### src/rtl/ptp_bridge_ewadj.sv
// Egress width adjust: serialises wide AXI-S beats into narrow beats, LSB bytes first.
// Optional macro PTP_BRIDGE_EWADJ_STATS_EN adds in_pkt tracking and packet/framing-error counters.

package ptp_bridge_pkg;
    typedef struct packed {
        logic [7:0] src_port;
        logic [7:0] dst_port;
        logic [6:0] bytesvld;
        logic       eop;
        logic       sop;
    } SEGMENT_INFO_S;
endpackage

module ptp_bridge_ewadj
    import ptp_bridge_pkg::*;
#(
    parameter int TDATA_WIDTH        = 512,
    parameter int TKEEP_WIDTH        = TDATA_WIDTH / 8,
    parameter int OUT_WIDTH          = 128,
    parameter int OUT_KEEP_WIDTH     = OUT_WIDTH / 8,
    parameter int USERMETADATA_WIDTH = 1
) (
    input  logic                          clk,
    input  logic                          rst,
    input  logic                          s_tvalid,
    output logic                          s_tready,
    input  logic [TDATA_WIDTH-1:0]        s_tdata,
    input  logic [TKEEP_WIDTH-1:0]        s_tkeep,
    input  logic [USERMETADATA_WIDTH-1:0] s_tuser_usermetadata,
    input  SEGMENT_INFO_S                 s_tuser_segment_info,
    output logic                          m_tvalid,
    input  logic                          m_tready,
    output logic [OUT_WIDTH-1:0]          m_tdata,
    output logic [OUT_KEEP_WIDTH-1:0]     m_tkeep,
    output logic                          m_tlast,
    output logic [USERMETADATA_WIDTH-1:0] m_tuser_usermetadata,
    output SEGMENT_INFO_S                 m_tuser_segment_info,
    output logic [31:0]                   stat_pkt_cnt,
    output logic [15:0]                   stat_err_cnt
);

    localparam int RATIO = TDATA_WIDTH / OUT_WIDTH;
    localparam int OB    = OUT_KEEP_WIDTH;
    localparam int IW    = $clog2(RATIO);
    localparam int OBW   = $clog2(OB);
    localparam int BW    = $clog2(TKEEP_WIDTH + 1);

    logic [RATIO-1:0][OUT_WIDTH-1:0] word_q;
    SEGMENT_INFO_S                   info_q;
    logic [USERMETADATA_WIDTH-1:0]   meta_q;
    logic                            hold_vld;
    logic [IW-1:0]                   idx;
    logic [IW-1:0]                   last_q;
    logic [OBW:0]                    rem_q;

    logic          s_fire;
    logic          m_fire;
    logic          at_last;
    logic [BW-1:0] in_bytes;
    logic [BW-1:0] bm1;
    logic [IW-1:0] last_in;
    logic [OBW:0]  rem_in;
    logic [OBW:0]  beat_bytes;
    logic [OBW:0]  keep_sh;
    logic          unused_ok;

    assign unused_ok = ^s_tkeep;

    assign at_last  = (idx == last_q);
    assign s_tready = !rst && (!hold_vld || (m_tready && at_last));
    assign s_fire   = s_tvalid && s_tready;
    assign m_fire   = hold_vld && m_tready;

    // Store nbeats-1 and the byte count of the final beat rather than nbeats/bytes.
    always_comb begin
        in_bytes = (s_tuser_segment_info.bytesvld == '0) ? BW'(TKEEP_WIDTH)
                                                         : BW'(s_tuser_segment_info.bytesvld);
        bm1      = in_bytes - BW'(1);
        last_in  = '1;
        rem_in   = (OBW+1)'(OB);
        if (s_tuser_segment_info.eop) begin
            last_in = IW'(bm1 >> OBW);
            rem_in  = {1'b0, bm1[OBW-1:0]} + (OBW+1)'(1);
        end
    end

    always_ff @(posedge clk) begin
        if (rst) begin
            hold_vld <= 1'b0;
            idx      <= '0;
        end else if (s_fire) begin
            hold_vld <= 1'b1;
            idx      <= '0;
            word_q   <= s_tdata;
            info_q   <= s_tuser_segment_info;
            meta_q   <= s_tuser_usermetadata;
            last_q   <= last_in;
            rem_q    <= rem_in;
        end else if (m_fire) begin
            if (at_last)
                hold_vld <= 1'b0;
            else
                idx <= idx + IW'(1);
        end
    end

    assign m_tvalid             = hold_vld;
    assign m_tdata              = word_q[idx];
    assign m_tlast              = info_q.eop && at_last;
    assign m_tuser_usermetadata = meta_q;

    // A full beat (OB bytes) encodes as 0 because OB is a power of two.
    always_comb begin
        beat_bytes = at_last ? rem_q : (OBW+1)'(OB);
        keep_sh    = (OBW+1)'(OB) - beat_bytes;
        m_tkeep    = {OUT_KEEP_WIDTH{1'b1}} >> keep_sh;

        m_tuser_segment_info                   = info_q;
        m_tuser_segment_info.sop               = info_q.sop && (idx == '0);
        m_tuser_segment_info.eop               = m_tlast;
        m_tuser_segment_info.bytesvld          = '0;
        m_tuser_segment_info.bytesvld[OBW-1:0] = beat_bytes[OBW-1:0];
    end

`ifdef PTP_BRIDGE_EWADJ_STATS_EN
    logic        in_pkt;
    logic [31:0] pkt_cnt;
    logic [15:0] err_cnt;

    always_ff @(posedge clk) begin
        if (rst) begin
            in_pkt  <= 1'b0;
            pkt_cnt <= '0;
            err_cnt <= '0;
        end else begin
            if (s_fire) begin
                if ((s_tuser_segment_info.sop && in_pkt) || (!s_tuser_segment_info.sop && !in_pkt))
                    if (err_cnt != '1)
                        err_cnt <= err_cnt + 16'd1;
                if (s_tuser_segment_info.eop)
                    in_pkt <= 1'b0;
                else if (s_tuser_segment_info.sop)
                    in_pkt <= 1'b1;
            end
            if (m_fire && m_tlast && (pkt_cnt != '1))
                pkt_cnt <= pkt_cnt + 32'd1;
        end
    end

    assign stat_pkt_cnt = pkt_cnt;
    assign stat_err_cnt = err_cnt;
`else
    assign stat_pkt_cnt = '0;
    assign stat_err_cnt = '0;
`endif

endmodule

### config.mk
export PLATFORM = sky130hd
export DESIGN_NAME = ptp_bridge_ewadj
export DESIGN_NICKNAME = d
export VERILOG_FILES = /design/src/rtl/ptp_bridge_ewadj.sv
export SDC_FILE = /design/constraint.sdc
export NUM_CORES = 1
export LEC_CHECK = 0
export BUFFER_PORTS_ARGS = -buffer_cell sky130_fd_sc_hd__buf_2
export CELL_PAD_IN_SITES_DETAIL_PLACEMENT = 1
export CELL_PAD_IN_SITES_GLOBAL_PLACEMENT = 1
export CORE_AREA = 3 3 317 319
export CTS_CLUSTER_SIZE = 24
export DETAILED_ROUTE_END_ITERATION = 8
export DIE_AREA = 0 0 320 322
export PLACE_DENSITY = 0.49
export SETUP_SLACK_MARGIN = 0.4
export SLEW_MARGIN = 30
export SYNTH_ARGS = -nofsm -noshare
export SYNTH_HDL_FRONTEND = slang
export SYNTH_SLANG_ARGS = --single-unit
### constraint.sdc
create_clock -name clk -period 107.5 [get_ports clk]
set_input_delay 26.875 -clock clk [delete_from_list [all_inputs] [get_ports clk]]
set_output_delay 26.875 -clock clk [all_outputs]
set_load 0.05 [all_outputs]
==> impl.org, run 1 <==
** Detailed routing
- The first TritonRoute pass finished after 4 iterations.
- In this run, the number of DRC markers left after iteration 0 of detailed routing was 617.
- Remaining number of nets flagged by the antenna check after routing :: 0
- Vias per Instance :: 3.80
- The routed layout has 11.2k vias.
- Number of remaining DRC errors :: 0
- After detailed routing, the average wire length per cell comes to 20.4 um.
- After detailed routing, the total wire length is 60000 um.

** Finish
- Layout Cells excl Fill :: 2938
- From synthesis to final layout, the design area changed by 33.9%.
- In the final layout, the share of cells above drive strength 1 is 57.6%.
- At the end of the flow the core is filled with cells to 27.7%.
- Total Nets Final :: 2205

** Floorplanning
- For this configuration, the core starts out at a cell density of 20.7%.
- The floorplan step defined a die boundary enclosing 0.103 mm^2.
- 827 I/O pins were placed.
- Measured along the x axis, the die boundary spans 320 um.
- Core Box Area :: 0.0981 mm^2
- Measured along the y axis, the die boundary spans 322 um.
- The floorplan has 115 rows.

** Global routing
- Vias in the first global route :: 12.8k
- Maximum number of pins on one net before global-route repair :: 173
- The number of antenna violations at the first check in global routing came to 28.
- The first global-routing pass estimated 84400 um of wire.
- Summed over all layers, the global routing overflow is 0.
- Across every metal layer, demand over resource in global routing totals 11.2%.

** Yosys
- Count of distinct cell types in the synthesized netlist :: 38
- After synthesis the netlist holds a flip-flop and latch count of 541.
- For this run, asynchronously set or reset flops after synthesis account for 0%.
- A synthesized cell averages 23.8 um^2.
- Multiplexer share of the synthesized area :: 14.2%
- The cell area that synthesis handed to floorplanning was 0.0203 mm^2.
- Compound-gate portion of the synthesized area :: 0.714%
- Fraction of the mapped netlist area in adder cells :: 0.308%
- Sequential cell area fraction in the yosys report :: 79.8%
- After Yosys synthesis, XOR and XNOR cells account for 0.357% of the synthesized area.
- Post-synthesis simple-gate area fraction :: 1.09%
- The synthesized design contains 538 enable-type register cells.
- Synthesis produced 854 cells.
- Yosys printed 0 warnings.
- By area, the combinational part of the netlist is dominated by multiplexers.
- For this run, the leading register cell type out of synthesis is sky130_fd_sc_hd__edfxtp_1.

** Clock network
- Clock root buffer :: sky130_fd_sc_hd__clkbuf_16
- Clock tree from TritonCTS :: built
- Count of H-tree levels built during CTS :: 3
- Post-cts hold buffer count :: 0
- Post-CTS repair changed the size of 0 cells.
- Number of CTS-inserted buffers :: 66
- Counting along the longest clock path gives a buffer depth of 3.
- Clock-pin slew was measured on the worst setup and hold paths at 0.06 ns.
- Insertion delay of the later-clocked pin in the worst-skew pair :: 0.59 ns
- Number of post-CTS setup repair buffers :: 0
- Clock Sink Count :: 541

** Timing
- Final hold violation count :: 0
- The final number of max-transition violations was 0.
- Relative slew slack :: 40.1%
- Hold timing on the final database bottoms out at a slack of 0.612 ns.
- Final worst-path setup slack :: 52.97 ns
- At the pin with the least slew margin, the transition time is 0.898 ns.
- For the final database, setup skew stands at 0.0237 ns.
- Fmax achieved :: 18.3 MHz
- The worst path in the final design needs a cycle of 54.53 ns, including I/O delays and setup.
- Setup repair after global routing left no endpoint under its margin.
- Share of the clock period used by the worst path after layout :: 50.7%
- Final setup violation count :: 0
- Post-Route Setup TNS :: 0 ns

** Hold path
- Worst Min Path Start :: m_tvalid$_SDFFE_PP0P_
- The min-delay analysis places its worst path in the category reg2reg.

** Power and ir drop
- Switching Share :: 23.6%
- Static leakage :: 9.91 nW
- Power share of the combinational group :: 9.1%
- In this run the power density over the cells is 18.3 mW/mm^2.
- Cell Int Power :: 0.380 mW
- Sequential Power Share :: 49.3%
- Clock share of power :: 41.6%
- Net switching component of the power :: 0.118 mW
- VDD sags by at most 0.0114 mV.

** Setup path
- The setup path with the least slack is of type in2out.
- Worst r2r src :: idx[1]$_SDFFE_PP0P_
- At the worst endpoint, the required time is 80.62 ns.
- STA classifies the critical path endpoint as an output pin.
- Worst Setup SP :: m_tready
- Maximum fanout along the worst path :: 3
- The worst setup path is launched from an input pin.
- CP arrival :: 27.66 ns

** Placement
- Worst-case setup slack after placement :: 52.96 ns
- The number of placed instances, taps included, is 2811.
- Buffers placed on the I/O ports in this run total 710.
- Placer congestion estimate :: 0.776
- Detailed placement finished with a half-perimeter wire length of 44300 um.

** Outcome
- Outcome :: finished clean

** Run
- Across the run, the number of max-cap violations was 0.
layout by cell type, fill, tap and decap left out, types with 5 or more instances in the layout:
cell	n
sky130_fd_sc_hd__buf_2	710
sky130_fd_sc_hd__edfxtp_1	538
sky130_fd_sc_hd__mux4_2	128
sky130_fd_sc_hd__clkbuf_16	68
sky130_fd_sc_hd__conb_1	51
sky130_fd_sc_hd__clkinv_1	17
sky130_fd_sc_hd__clkbuf_1	13
sky130_fd_sc_hd__diode_2	12
sky130_fd_sc_hd__inv_1	12
sky130_fd_sc_hd__nor2_1	10
sky130_fd_sc_hd__and2_1	7
sky130_fd_sc_hd__nand2_1	7
sky130_fd_sc_hd__o21ai_0	7
sky130_fd_sc_hd__a21oi_1	7
sky130_fd_sc_hd__clkinv_2	7
sky130_fd_sc_hd__ha_1	5
cells by family (layout without fill, tap and decap cells):
group / after synthesis / in the layout
buf+inv: 111 / 846
simple gates: 41 / 41
compound gates: 22 / 22
mux: 129 / 129
other cells: 1 / 63
flops: 541 / 541
xor+xnor: 4 / 4
fa+ha+maj: 5 / 5
cell type report:
class / instances / area [um^2]
diodes: 12 / 30.0
clock buffers: 81 / 1750
clock inverters: 32 / 239
fillers: 10400 / 70900
inverters: 12 / 45.0
multi-input cells: 252 / 3600
flip-flops and latches: 541 / 16200
well taps: 1287 / 1610
repair buffers: 721 / 3720
state kept, by name (all words and copies together) (netlist names):
name / flops
word_q: 512
m_tuser_usermetadata: 1
m_tuser_segment_info: 16
info_q: 2
idx: 2
rem_q: 5
m_tvalid: 1
last_q: 2
Yosys cell counts, drive strengths merged, types with 2 or more instances:
cell	number	share of area [%]
o21ai	8	0.20
or3	4	0.15
and3	3	0.092
xnor2	3	0.31
a221oi	2	0.12
a21oi	8	0.22
mux4	128	14
edfxtp	538	79
nor3	2	0.074
buf	95	3.2
ha	5	0.31
nor2b	2	0.074
nand2	7	0.13
nor2	10	0.18
inv	12	0.22
and2	7	0.22
dfxtp	3	0.30
clkbuf	4	0.074
nand3	3	0.074
worst max-delay path: stages:
cell	delay, ns
sky130_fd_sc_hd__buf_2	0.10
sky130_fd_sc_hd__nand3_1	0.16
sky130_fd_sc_hd__a21oi_1	0.21
sky130_fd_sc_hd__buf_2	0.30
stage by stage:
| step | area, um^2 | power, mW |
|---|---|---|
| 6_report | 27200 | 0.497 |
| 5_1_grt | 27200 | 0.518 |
| 4_1_cts | 27100 | 0.507 |
| 3_5_place_dp | 25100 | 0.296 |
| 3_3_place_gp | 25100 | 0.294 |
| 2_1_floorplan | 20500 | 0.292 |
routing by layer:
metal | GRT usage, % | vias up | share of wire [%]
li1 | - | 4941 | -
met1 | 10.3 | 5607 | 32
met2 | 20.9 | 504 | 55
met3 | 5.77 | 95 | 11
met4 | 4.11 | 24 | 2.4
met5 | 0 | - | 0.29
power by group through the flow:
| stage | Sequential, mW | Combinational, mW | Clock, mW |
|---|---|---|---|
| 3_3_place_gp | 0.249 | 0.0451 | 0 |
| 4_1_cts | 0.245 | 0.0460 | 0.216 |
| 6_report | 0.245 | 0.0453 | 0.207 |
| 3_5_place_dp | 0.250 | 0.0459 | 0 |
| 5_1_grt | 0.246 | 0.0483 | 0.224 |
| 2_1_floorplan | 0.262 | 0.0299 | 0 |
path summary, 6_finish.rpt:
check | end | slack [ns] | depth (start not counted)
min reg2reg | idx[1]$_SDFFE_PP0P_ | 0.61 | 2
max | s_tready | 52.97 | 4
min | idx[1]$_SDFFE_PP0P_ | 0.61 | 2
max reg2reg | word_q[313]$_DFFE_PP_ | 103.70 | 6
No activity file was read; power rests on OpenSTA's default activity.
==> run 2: changes to the inputs <==
--- a/config.mk
+++ b/config.mk
@@ -5,14 +5,15 @@
 export SDC_FILE = /design/constraint.sdc
 export NUM_CORES = 1
 export LEC_CHECK = 0
+export ABC_AREA = 1
 export BUFFER_PORTS_ARGS = -buffer_cell sky130_fd_sc_hd__buf_2
 export CELL_PAD_IN_SITES_DETAIL_PLACEMENT = 1
 export CELL_PAD_IN_SITES_GLOBAL_PLACEMENT = 1
-export CORE_AREA = 3 3 317 319
+export CORE_AREA = 3 3 318 320
 export CTS_CLUSTER_SIZE = 24
 export DETAILED_ROUTE_END_ITERATION = 8
-export DIE_AREA = 0 0 320 322
-export PLACE_DENSITY = 0.49
+export DIE_AREA = 0 0 321 323
+export PLACE_DENSITY = 0.53
 export SETUP_SLACK_MARGIN = 0.4
 export SLEW_MARGIN = 30
 export SYNTH_ARGS = -nofsm -noshare
==> constraint.sdc (replaced) <==
create_clock -name clk -period 49.1 [get_ports clk]
set_input_delay 12.275 -clock clk [delete_from_list [all_inputs] [get_ports clk]]
set_output_delay 12.275 -clock clk [all_outputs]
set_load 0.05 [all_outputs]
==> impl.org, run 2 <==
** Global routing
- Wire length of the first global-routing pass :: 97700 um
- For met1 alone, demand over resource in global routing was 12.7%.
- The total overflow left after global routing is 0.
- Initial antenna violation count :: 32
- Across every metal layer, demand over resource in global routing totals 12.6%.
- Maximum number of pins on one net before global-route repair :: 147
- Vias in the first global route :: 15.6k
- Global-route layer with the greatest usage :: met2
- For this run, global-route usage on met2 was measured as 23.7%.
- Met3 track demand over resource :: 4.51%

** Setup path
- Number of logic stages on the critical path including buffering :: 4
- Crit path to :: s_tready
- Of all nets on the critical path, the largest fanout is 2.
- Worst Setup SP :: m_tready
- At the worst endpoint, the required time is 36.83 ns.
- Capture instance of the worst register-to-register path :: word_q[325]$_DFFE_PP_
- For flop-to-flop paths, the worst setup slack is 43.56 ns.
- The worst setup path is captured at an output pin.
- Setup CP Type :: in2out
- Worst r2r src :: idx[1]$_SDFFE_PP0P_
- Critical Path Slowest Stage Cell :: sky130_fd_sc_hd__buf_2
- The largest single stage delay on the critical path is 0.28 ns.
- The worst setup path is launched from an input pin.
- Together, buffers and inverters on the worst path number 2.
- Cell Chain, Critical Path :: buf_2 -> nand2_1 -> a21oi_1 -> buf_2
- For the worst flop-to-flop path, the logic depth is 11.
- CP delay by family, top :: buffers and inverters
- For the worst setup path, the data arrival time is 12.86 ns.
- Among the stages of the critical path, the cell type that occurs most often is sky130_fd_sc_hd__buf_2.

** Floorplanning
- The die is 323 um tall.
- The floorplan step set the die width to 321 um.
- Total number of placement rows :: 115
- The die covers 0.104 mm^2.
- The floorplan step defined a core boundary enclosing 0.0984 mm^2.
- For this configuration, the core starts out at a cell density of 21.1%.
- During I/O placement, the number of pins put on the boundary was 827.

** Placement
- Once detailed placement completed, the half-perimeter wirelength came to 48400 um.
- Input and output buffers added on the ports amount to 710.
- Placer congestion estimate :: 0.778

** Run
- Max-cap violations in this run came to 0.

** Yosys
- In this run the cell area of the synthesized design comes to 0.0208 mm^2.
- Sequential cell area fraction in the yosys report :: 78.1%
- Top_reg_cell synth :: sky130_fd_sc_hd__edfxtp_1
- Synthesized flop and latch total :: 541
- Counting flops with a built-in enable in the synthesized netlist gives 538.
- In the synthesized netlist, the cells that appear most often are sky130_fd_sc_hd__edfxtp_1, sky130_fd_sc_hd__nor2_1, sky130_fd_sc_hd__o21ai_0.
- Portion of synthesized cell area occupied by the leading cell type :: 77.8%
- Synthesis warning total :: 0
- Synthesis produced 1456 cells.
- Async set or reset register ratio after synthesis :: 0%
- Averaged over all synthesized cells, the footprint is 14.3 um^2.
- By instance count, the leading cell after synthesis is sky130_fd_sc_hd__edfxtp_1.
- The synthesized design spends more area on one cell type than any other, namely sky130_fd_sc_hd__edfxtp_1.
- Count of distinct cell types in the synthesized netlist :: 31
- Largest cells by area after synthesis :: sky130_fd_sc_hd__edfxtp_1, sky130_fd_sc_hd__o21ai_0, sky130_fd_sc_hd__nor2_1, sky130_fd_sc_hd__o22ai_1, sky130_fd_sc_hd__buf_4

** Timing
- Share of the clock period used by the worst path after layout :: 51.2%
- Relative slew slack :: 40.0%
- Final hold violation count :: 0
- Timing would allow up to 39.8 MHz.
- Post-Route Setup TNS :: 0 ns
- Setup repair after global routing left no endpoint under its margin.
- On the final layout, the worst clock skew is 0.0114 ns.
- Setup violations remaining at the end of the flow were counted as 0.
- Time the final worst path needs with I/O delays and setup :: 25.13 ns
- The final number of max-transition violations came to 0.
- Worst-margin pin slew :: 0.901 ns

** Power and ir drop
- Static leakage :: 10.6 nW
- Maximum vdd drop :: 0.0282 mV
- In this run the power density over the cells is 40.2 mW/mm^2.

** Finish
- Area growth from synthesis to layout :: 32.3%
- The post-route netlist has 38.3% of its cells at a drive strength greater than 1.
- Number of filler instances in the final layout :: 11.0k
- The register with the most flip-flops in the layout has 512 of them.
- The register with the most flip-flops in the final layout is word_q.
- Commonest non-fill, non-tap cell in the layout :: sky130_fd_sc_hd__buf_2
- In the final design database the tool counted 2757 nets.
- In the final layout, flip-flops and latches occupy 0.0162 mm^2.
- Summing all multi-input logic gate instances after layout gives 0.00378 mm^2.
- Final design utilization :: 27.9%
- Leaving out fill and tap cells, the most frequent cells in the layout are sky130_fd_sc_hd__buf_2, sky130_fd_sc_hd__edfxtp_1, sky130_fd_sc_hd__nor2_1, sky130_fd_sc_hd__o21ai_0, sky130_fd_sc_hd__o22ai_1.

** Clock network
- Clock root buffer :: sky130_fd_sc_hd__clkbuf_16
- Buffers inserted to repair hold after CTS numbered 0.
- The H-tree was split into 3 levels.
- Clock slew at the register clock pins of the worst setup and hold paths :: 0.06 ns
- The number of clock buffers added by TritonCTS is 66.
- Clock tree buffer depth :: 3
- TritonCTS built the clock tree.
- For this design, the sink count on the clock tree is 541.
- In this run the post-CTS setup repair buffer count came out at 0.
- Count of instances resized after the clock tree is built :: 0
- Insertion delay of the later-clocked pin in the worst-skew pair :: 0.61 ns

** Detailed routing
- In this run the remaining antenna-violating nets after routing total 0.
- Number of remaining DRC errors :: 0
- First DRT Iteration DRCs :: 790
- Vias per Instance :: 4.15
- Detailed-route via count :: 14.5k
- The first TritonRoute pass finished after 4 iterations.
- The final layout contains routed wiring with a total length of 68800 um.
- Routed WL per cell :: 19.7 um

** Hold path
- The tightest min-delay check is of the reg2reg type.

** Outcome
- The run finished with clean final reports.
[run 2: changes by cell type after synthesis, sizes merged, moves of 40 or more]
cell and change:
o22ai +128, mux4 -128, nor2 +260, clkbuf +62, nand2 +40, o21ai +251
[run 2: worst min-delay path, delay by kind of cell (launching register included)]
| family | cells | cell delay [ns] |
|---|---|---|
| flops | 1 | 0.34 |
| simple gates | 1 | 0.10 |
| compound gates | 1 | 0.06 |
[run 2: how the worst min path moves through the flow]
stage                                startpoint  cells after the start                     to  slack [ns]
final                     m_tvalid$_SDFFE_PP0P_                      2  m_tvalid$_SDFFE_PP0P_        0.54
after global routing      m_tvalid$_SDFFE_PP0P_                      2  m_tvalid$_SDFFE_PP0P_        0.60
after CTS                 m_tvalid$_SDFFE_PP0P_                      2  m_tvalid$_SDFFE_PP0P_        0.54
after detailed placement  m_tvalid$_SDFFE_PP0P_                      2  m_tvalid$_SDFFE_PP0P_        0.53
after global placement    m_tvalid$_SDFFE_PP0P_                      2  m_tvalid$_SDFFE_PP0P_        0.53
after floorplan           m_tvalid$_SDFFE_PP0P_                      2  m_tvalid$_SDFFE_PP0P_        0.73
[run 2: through the flow]
step	power [mW]	cells	hold slack (ns)	setup WS, ns	cell area, um^2
floorplan	0.630	1506	0.729	23.73	20900
global placement	0.657	3365	0.532	23.96	25400
detailed placement	0.660	3365	0.534	23.97	25400
CTS	1.13	3475	0.542	23.96	27400
global route	1.15	3488	0.603	23.90	27500
finish	1.11	3494	0.543	23.97	27500
[run 2: area by class of cell]
type	count	share of cell area, %
sequential	541	59.1
multi-input combinational	786	13.8
timing repair buffer	725	13.4
clock buffer	81	6.37
tap	1287	5.86
clock inverter	29	0.925
inverter	26	0.437
antenna	19	0.173
[run 2: kinds of logic after synthesis]
group	after synthesis	share of synthesized area (%)
AOI/OAI and AO/OA	392	10.3
xor gates and xnor gates	2	0.121
adders and majority gates	5	0.301
buffers and inverters	179	4.62
DFF	541	78.1
other	1	0.0181
and+or+nand+nor	336	6.56
[run 2: power by group]
group | switching, mW | internal (mW) | leakage (nW)
Clock | 0.192 | 0.265 | 0.959
Combinational | 0.0806 | 0.0285 | 4.56
Sequential | 0.00584 | 0.534 | 5.04
[run 2: per-layer routing]
| layer | up-vias | wire length (um) | part of all wire, % |
|---|---|---|---|
| met5 | - | 124 | 0.18 |
| met4 | 24 | 1910 | 2.8 |
| met3 | 134 | 5420 | 7.9 |
| met2 | 566 | 37100 | 54 |
| met1 | 7080 | 24200 | 35 |
| li1 | 6696 | - | - |
